==> src/rtl/uart_frame_pkg.sv <==
// Shared types and constants for the UART frame parser.
package uart_frame_pkg;

    typedef enum logic [2:0] {
        ST_HUNT    = 3'd0,
        ST_LEN     = 3'd1,
        ST_PAYLOAD = 3'd2,
        ST_CHK     = 3'd3,
        ST_DRAIN   = 3'd4
    } frame_state_t;

    typedef enum logic [2:0] {
        ERR_NONE    = 3'd0,
        ERR_BAD_LEN = 3'd1,
        ERR_BAD_CHK = 3'd2,
        ERR_TIMEOUT = 3'd3,
        ERR_OVERRUN = 3'd4
    } frame_err_t;

    localparam logic [7:0] DEFAULT_SYNC = 8'hA5;

endpackage

==> src/rtl/frame_payload_buf.sv <==
// Payload staging buffer: one synchronous write port, one combinational read port, no reset.
module frame_payload_buf #(
    parameter int unsigned DEPTH = 16,
    parameter int unsigned AW    = (DEPTH > 1) ? $clog2(DEPTH) : 1
) (
    input  logic          clk,
    input  logic          we,
    input  logic [AW-1:0] waddr,
    input  logic [7:0]    wdata,
    input  logic [AW-1:0] raddr,
    output logic [7:0]    rdata
);

    logic [7:0] mem [DEPTH];

    // Store incoming payload bytes.
    always_ff @(posedge clk) begin
        if (we) begin
            mem[waddr] <= wdata;
        end
    end

    assign rdata = mem[raddr];

endmodule

==> src/rtl/uart_frame_parser.sv <==
// Frame parser: hunts SYNC, LEN, payload, CHK; buffers payload until the XOR checksum
// passes, then streams it out over valid/ready. Errors pulse frame_err with a held code.
module uart_frame_parser
    import uart_frame_pkg::*;
#(
    parameter int unsigned MAX_LEN        = 16,
    parameter logic [7:0]  SYNC_BYTE      = DEFAULT_SYNC,
    parameter int unsigned TIMEOUT_CYCLES = 86800
) (
    input  logic       clk,
    input  logic       reset,
    input  logic [7:0] rx_data,
    input  logic       rx_valid,
    output logic [7:0] m_data,
    output logic       m_valid,
    input  logic       m_ready,
    output logic       m_last,
    output logic       frame_ok,
    output logic       frame_err,
    output logic [2:0] err_code
);

    localparam int unsigned IDX_W = $clog2(MAX_LEN + 1);
    localparam int unsigned AW    = (MAX_LEN > 1) ? $clog2(MAX_LEN) : 1;
    localparam int unsigned TW    = $clog2(TIMEOUT_CYCLES + 1);
    localparam logic [TW-1:0] TMO_LAST = TW'(TIMEOUT_CYCLES - 1);

    frame_state_t     state_q, state_d;
    frame_err_t       code_q, code_d;
    logic [7:0]       len_q;
    logic [7:0]       len_m1;
    logic [7:0]       chk_q;
    logic [IDX_W-1:0] idx_q;
    logic [IDX_W-1:0] rd_idx_q;
    logic [TW-1:0]    tmo_q;
    logic             ok_d, err_d, buf_we;
    logic             hs, in_frame, tmo_hit, rd_is_last;
    logic [7:0]       rd_data;

    assign len_m1     = len_q - 8'd1;
    assign hs         = m_valid && m_ready;
    assign in_frame   = state_q inside {ST_LEN, ST_PAYLOAD, ST_CHK};
    assign tmo_hit    = in_frame && !rx_valid && (tmo_q == TMO_LAST);
    assign rd_is_last = (8'(rd_idx_q) == len_m1);

    frame_payload_buf #(
        .DEPTH(MAX_LEN),
        .AW   (AW)
    ) u_buf (
        .clk  (clk),
        .we   (buf_we),
        .waddr(idx_q[AW-1:0]),
        .wdata(rx_data),
        .raddr(rd_idx_q[AW-1:0]),
        .rdata(rd_data)
    );

    assign m_data   = (state_q == ST_DRAIN) ? rd_data : '0;
    assign m_last   = (state_q == ST_DRAIN) && rd_is_last;
    assign err_code = code_q;

    // State register.
    always_ff @(posedge clk or posedge reset) begin
        if (reset) begin
            state_q <= ST_HUNT;
        end else begin
            state_q <= state_d;
        end
    end

    // Next-state decode and per-cycle status decisions; timeout overrides the frame states.
    always_comb begin
        state_d = state_q;
        ok_d    = 1'b0;
        err_d   = 1'b0;
        code_d  = code_q;
        buf_we  = 1'b0;
        case (state_q)
            ST_HUNT: begin
                if (rx_valid && (rx_data == SYNC_BYTE)) begin
                    state_d = ST_LEN;
                end
            end
            ST_LEN: begin
                if (rx_valid) begin
                    if ((rx_data == 8'd0) || (32'(rx_data) > MAX_LEN)) begin
                        err_d   = 1'b1;
                        code_d  = ERR_BAD_LEN;
                        state_d = ST_HUNT;
                    end else begin
                        state_d = ST_PAYLOAD;
                    end
                end
            end
            ST_PAYLOAD: begin
                if (rx_valid) begin
                    buf_we = 1'b1;
                    if (8'(idx_q) == len_m1) begin
                        state_d = ST_CHK;
                    end
                end
            end
            ST_CHK: begin
                if (rx_valid) begin
                    if (rx_data == chk_q) begin
                        ok_d    = 1'b1;
                        state_d = ST_DRAIN;
                    end else begin
                        err_d   = 1'b1;
                        code_d  = ERR_BAD_CHK;
                        state_d = ST_HUNT;
                    end
                end
            end
            ST_DRAIN: begin
                if (rx_valid) begin
                    err_d  = 1'b1;
                    code_d = ERR_OVERRUN;
                end
                if (hs && rd_is_last) begin
                    state_d = ST_HUNT;
                end
            end
            default: state_d = ST_HUNT;
        endcase
        if (tmo_hit) begin
            err_d   = 1'b1;
            code_d  = ERR_TIMEOUT;
            state_d = ST_HUNT;
        end
    end

    // Registered status outputs, length/checksum/index datapath and inter-byte timer.
    always_ff @(posedge clk or posedge reset) begin
        if (reset) begin
            frame_ok  <= 1'b0;
            frame_err <= 1'b0;
            code_q    <= ERR_NONE;
            m_valid   <= 1'b0;
            len_q     <= '0;
            chk_q     <= '0;
            idx_q     <= '0;
            rd_idx_q  <= '0;
            tmo_q     <= '0;
        end else begin
            frame_ok  <= ok_d;
            frame_err <= err_d;
            code_q    <= code_d;
            m_valid   <= (state_d == ST_DRAIN);

            if (rx_valid || !in_frame) begin
                tmo_q <= '0;
            end else begin
                tmo_q <= tmo_q + TW'(1);
            end

            if ((state_q == ST_LEN) && rx_valid) begin
                len_q <= rx_data;
                chk_q <= rx_data;
                idx_q <= '0;
            end

            if (buf_we) begin
                chk_q <= chk_q ^ rx_data;
                idx_q <= idx_q + IDX_W'(1);
            end

            if (ok_d) begin
                rd_idx_q <= '0;
            end else if (hs) begin
                rd_idx_q <= rd_idx_q + IDX_W'(1);
            end
        end
    end

endmodule

==> config.mk <==
export PLATFORM = sky130hd
export DESIGN_NAME = uart_frame_parser
export DESIGN_NICKNAME = d
export VERILOG_FILES = /design/src/rtl/uart_frame_pkg.sv /design/src/rtl/frame_payload_buf.sv /design/src/rtl/uart_frame_parser.sv
export SDC_FILE = /design/constraint.sdc
export NUM_CORES = 1
export LEC_CHECK = 0
export BUFFER_PORTS_ARGS = -buffer_cell sky130_fd_sc_hd__buf_4
export CORE_MARGIN = 5
export CORE_UTILIZATION = 35
export DETAILED_ROUTE_END_ITERATION = 12
export PLACE_DENSITY = 0.48
export SYNTH_ARGS = -nofsm -noshare
export SYNTH_HDL_FRONTEND = slang
export SYNTH_SLANG_ARGS = --single-unit
export TNS_END_PERCENT = 20
==> constraint.sdc <==
create_clock -name clk -period 5.71 [get_ports clk]
set_input_delay 0.8565 -clock clk [delete_from_list [all_inputs] [get_ports clk]]
set_output_delay 0.8565 -clock clk [all_outputs]
set_load 0.01 [all_outputs]
== Yosys cells after proc, flatten, opt, wreduce, memory -nomap -nowiden ==
Memories as Yosys holds them, arrays and structs flattened.
Cells that the tools add are included.

* Memories: 1
* Output and inout bits: 15
* RAM bits: 128
* Word-level logic and storage cells: 88
* Flip-flop bits (word level): 52

* Mux-type cells: 38
* Equal/unequal tests: 15
* Bitwise gates (word level): 1
* Reduce and logical (&&, ||, !) cells: 18
* Add/subtract/negate cells: 4
* $lt $le $gt $ge: 1

{| class="wikitable"
|+ Memories
! memory !! words !! bits a word !! rd ports !! clocked after memory_dff !! write ports !! line !! RTL
|-
| u_buf.mem || 16 || 8 || 1 || 0 || 1 || frame_payload_buf.sv:14 || <nowiki>logic [7:0] mem [DEPTH];</nowiki>
|}

{| class="wikitable"
|+ Operators with widths
! cell !! number
|-
| 3-bit 2-to-1 mux || 14
|-
| 8-bit 2-to-1 mux || 3
|-
| 5-bit 2-to-1 mux || 4
|-
| 17-bit by 1-bit adder with 17-bit output, second input constant || 1
|-
| 17-bit equality test, second input constant || 1
|-
| 17-bit 2-to-1 mux || 1
|-
| 5-bit by 8-bit equality test with 1-bit output || 2
|-
| 3-bit one-hot mux with 5 select lines || 1
|-
| 1-bit 2-to-1 mux || 12
|-
| 3-bit != test, second input constant || 4
|-
| 5-bit by 1-bit adder with 5-bit output, second input constant || 2
|-
| 3-bit one-hot mux with 3 select lines || 1
|-
| 8-bit equality test || 1
|-
| 8-bit equality test, second input constant || 1
|-
| 8-bit by 5-bit > comparator with 1-bit output, second input constant || 1
|-
| 8-bit logical NOT || 1
|-
| 8-bit by 1-bit subtractor with 8-bit output, second input constant || 1
|-
| 8-bit bitwise XOR || 1
|-
| 1-bit logical AND || 7
|-
| 3-bit by 2-bit equality test with 1-bit output, second input constant || 2
|-
| 3-bit equality test, second input constant || 2
|-
| 6-bit AND reduction || 1
|-
| 2-bit nonzero test || 2
|-
| 4-bit nonzero test || 1
|-
| other kinds (8) || 10
|}

== Longest topological paths before layout ==
* Depth in word-level cells: 7
* Mapped depth: 8
* Depth with buffers taken out: 7

== By module ==
Synthesis repeated with hierarchy kept, for this count alone.

* Cells, all modules: 534
* Area, all modules: 7943.9 um^2

{| class="wikitable"
|+ Modules (own cells, without submodules)
! module !! times used !! area each (um^2) !! cells each
|-
| frame_payload_buf || 1 || 4987.3 || 221
|-
| uart_frame_parser || 1 || 2956.6 || 313
|}

== Worst setup path before layout ==
No wires, ideal clock.

* Path type: in2reg
* Start point: in rx_valid
* End point: mem u_buf.mem[2][0], enable pin
* Path slack: 2.929 ns
* Required time: 5.327 ns
* Data arrival time: 2.398 ns
* Stages: 5
* Cells stage by stage: inv_1 > nor4b_2 > buf_2 > nand2_1 > nor3_1

* Cells in the longest elaborated chain, start to end: 4

{| class="wikitable"
|+ RTL lines
! element !! line !! RTL
|-
| start, declared || uart_frame_parser.sv:13 || <nowiki>input logic rx_valid,</nowiki>
|-
| 1-bit 2-to-1 mux || uart_frame_parser.sv:96 || <nowiki>if (rx_valid) begin</nowiki>
|-
| 1-bit 2-to-1 mux || uart_frame_parser.sv:78 || <nowiki>case (state_q)</nowiki>
|-
| 1-bit 2-to-1 mux || frame_payload_buf.sv:18 || <nowiki>if (we) begin</nowiki>
|-
| 1-bit 2-to-1 mux (not written as such) || frame_payload_buf.sv:19 || <nowiki>mem[waddr] <= wdata;</nowiki>
|-
| end, declared || frame_payload_buf.sv:14 ||
|}

Every way passes these cells.

== Worst setup path after layout ==
* Start point: reg rd_idx_q[0]
* End point: out m_data[1]

* Cells in the longest elaborated chain, start to end: 2

{| class="wikitable"
|+ RTL lines
! element !! line !! RTL
|-
| start, declared || uart_frame_parser.sv:34 || <nowiki>logic [IDX_W-1:0] rd_idx_q;</nowiki>
|-
| start signal, assigned || uart_frame_parser.sv:171 || <nowiki>rd_idx_q <= rd_idx_q + IDX_W'(1);</nowiki>
|-
| memory 16 x 8 bit || n/a ||
|-
| 8-bit 2-to-1 mux || uart_frame_parser.sv:58 || <nowiki>assign m_data = (state_q == ST_DRAIN) ? rd_data : '0;</nowiki>
|-
| end, declared || uart_frame_parser.sv:14 || <nowiki>output logic [7:0] m_data,</nowiki>
|}

Every way passes these cells.

==> metrics.txt <==
vias in the first global route 4450; Worst path top cell family by delay flip-flops; Num Clock Sinks 180; Tot GR Track Use 0.1397; CTS hold repair buffers 0; max_slew headroom 0.2434; TNS Setup 0 ns; fin. max-slew vios 0; CTS Buffer Depth 2; fin nets 563; min setup slack post-route 2.020 ns; pre-CTS WS 2.380 ns; Synth Area per Inst 14.83 sq um; RSZ-0062 raised after global routing false; 1st-iter DRT viols 271; sequential-to-total area share from yosys stat 0.6594; I/O Pins 27; Worst Setup Path Type reg -> out; Hold WC Path Type reg -> reg; Worst EP arrival 2.83 ns; row count 54; ys flop type edfxtp_1; syn nets 545; initial antenna violation count 0; fill cell count 2018; Core Area 21890 sq um; final WL 17290 um; Via Count 4366; die area 25380 sq um; Synth cell types 52; worst-skew pair later-pin latency 0.43 ns; clock skew 0.006755 ns; synthesized netlist cell count 526; Initial Utilization 0.3564; buffer and inverter count on the worst path 2; Reg clk slew, reported paths 0.06 ns; WL/cell 20.69 um; status finished clean; CP max stage delay 0.73 ns; post-CTS sizing 0; Slew @ Worst Pin 1.131 ns; Crit. path cell count 6; synth-to-layout area growth 13.52%; Max-Cap Viols 0; VDD IR max 213.9 uV; WHS Path Cells 1; first-pass GRT wire length 27010 um; FMAX 271.0 MHz; number of flops mapped to enable cells by yosys 128; total grt overflow 0; Pwr Density 393.5 nW/um^2; postcts setup bufs 0; Num CTS Buffers 17; final hold slack 0.4563 ns; Final setup viols 0; Final Wtd Congestion 0.7679; Die H 159.3 um; Leak 3.153 nW; path depth of the worst reg2reg path 4; final hold violations 0; crit-path max FO 20; Remaining DRCs 0; Power, Total 0.003486 W; Ys Warns 0; worst path cell trace buf_4, mux4_2, nor2b_1, a211oi_1, a211oi_1, buf_4; Buffers on Ports 26; placed insts 805; post-synthesis instance area 7802 sq um; CTS root buf clkbuf_16; CTS H-tree lvls 4; critical path's slowest cell dfrtp_2; fin cells 836; Final ANT Viol Nets 0; share of cells above drive strength 1 0.1888; Inserted Diodes 0; largest net degree at the start of global routing 53; Die Span X 159.3 um; CP required 4.85 ns; Tcrit/Tclk final 0.6462; FF+latch count, synth 180; async set or reset register ratio after synthesis 0.2889; dpl hpwl 11040 um; crit path time final 3.690 ns; drt via density 5.222; first-pass iteration count of the detailed router 4; CTS tree done; CP Capture Type output port; startpoint types flop
## cell type report
type,instances,area (sq um),area share
Clock inverter,13,172.7,0.01949
Sequential cell,180,5146,0.5810
Tap cell,280,350.3,0.03955
Inverter,8,30.03,0.003390
Clock buffer,18,429.2,0.04845
Timing Repair Buffer,32,240.2,0.02712
Multi-Input combinational cell,305,2489,0.2810
## cell usage after synthesis (3+ instances only)
library cell	instances	area share
a211oi_1	16	0.015
a21oi_1	11	0.0071
a311oi_1	7	0.0079
and3_1	5	0.0040
and4_1	6	0.0067
buf_2	7	0.0045
buf_4	3	0.0029
clkbuf_1	19	0.0091
dfrtp_1	52	0.17
edfxtp_1	128	0.49
ha_1	7	0.011
inv_1	8	0.0038
mux2i_1	11	0.014
mux4_2	32	0.092
nand2_1	42	0.020
nand2b_1	3	0.0024
nand3_1	8	0.0051
nand4_1	8	0.0064
nor2_1	48	0.023
nor2b_1	8	0.0064
nor3_1	10	0.0064
nor4_1	5	0.0040
nor4b_1	3	0.0034
o21ai_0	9	0.0058
xnor2_1	22	0.025
xor2_1	16	0.018
## metal layers
metal / vias up / track usage / wire, um
li1: 2034 / - / -
met1: 2222 / 0.2029 / 8175
met2: 102 / 0.2114 / 7967
met3: 8 / 0.03598 / 1030
met4: 0 / 0.03373 / 119
met5: - / 0 / 0
## report_power, final
part	internal, W	switching, W
combinational	0.000386	0.000356
sequential	0.00144	0.000105
clock	0.000695	0.000505
total	0.00252	0.000966
## flip-flops by register name, summed over array words and instances (netlist names), 3 cells and up
register and count:
len_q 8, rd_idx_q 5, state_q 3, u_buf.mem 128
tmo_q 17, chk_q 8, idx_q 5, err_code 3
## worst reg2reg max path, cell delays in order (launching register included)
cell,delay [ns]
dfrtp_1,0.45
nor4b_2,0.30
buf_4,0.27
nand2_1,0.20
nor2_1,0.85
## kinds of logic (layout without fill, tap and decap cells)
kind of cell    count (synthesis)  count (layout)  synth area share
mux                            43              43            0.1065
fa+ha+maj                       7               7           0.01122
flops                         180             180            0.6594
xor+xnor                       39              39           0.04554
simple gates                  160             160            0.1034
buf+inv                        41              71           0.02421
compound gates                 56              56           0.04971
## worst paths after layout
check                                       endpoint  slack, ns               startpoint
max in group asynchronous    rd_idx_q[0]$_DFFE_PP0P_       4.61                    reset
max                                        m_data[1]       2.02  rd_idx_q[0]$_DFFE_PP0P_
max reg2reg                u_buf.mem[7][7]$_DFFE_PP_       3.26     state_q[0]$_DFF_PP0_
min in group asynchronous        frame_err$_DFF_PP0_       0.61                    reset
min reg2reg                       tmo_q[0]$_DFF_PP0_       0.46       tmo_q[0]$_DFF_PP0_
min                               tmo_q[0]$_DFF_PP0_       0.46       tmo_q[0]$_DFF_PP0_
## cell usage in the layout, fill, tap and decap left out, types with 2 or more instances in the layout
cell type  instances
a211oi_1          16
nor4b_1            3
or3_1              2
o21ai_0            9
bufinv_16          3
nor2b_1            8
and4_1             6
nand2b_1           3
inv_8              2
and3_1             5
a31oi_1            2
mux2i_1           11
edfxtp_1         128
inv_6              3
mux4_2            32
o21bai_1           2
xor2_1            16
clkinv_4           2
nand2_1           42
nor4_1             5
nor2_1            48
a311oi_1           7
nor3_1             6
a21oi_1           11
nand4_1            8
clkbuf_16         17
xnor2_1           22
nand3_1            8
buf_4             32
ha_1               7
inv_1              7
nor3_2             4
dfrtp_1           51
and2_1             2
## through the flow
stage	area, sq um	util
2_1_floorplan	7802	-
3_3_place_gp	8255	0.3771
3_5_place_dp	8255	0.3771
4_1_cts	8857	0.4046
5_1_grt	8857	0.4046
6_report	8857	0.4046
Note: power is estimated with default switching activity, not from simulation.
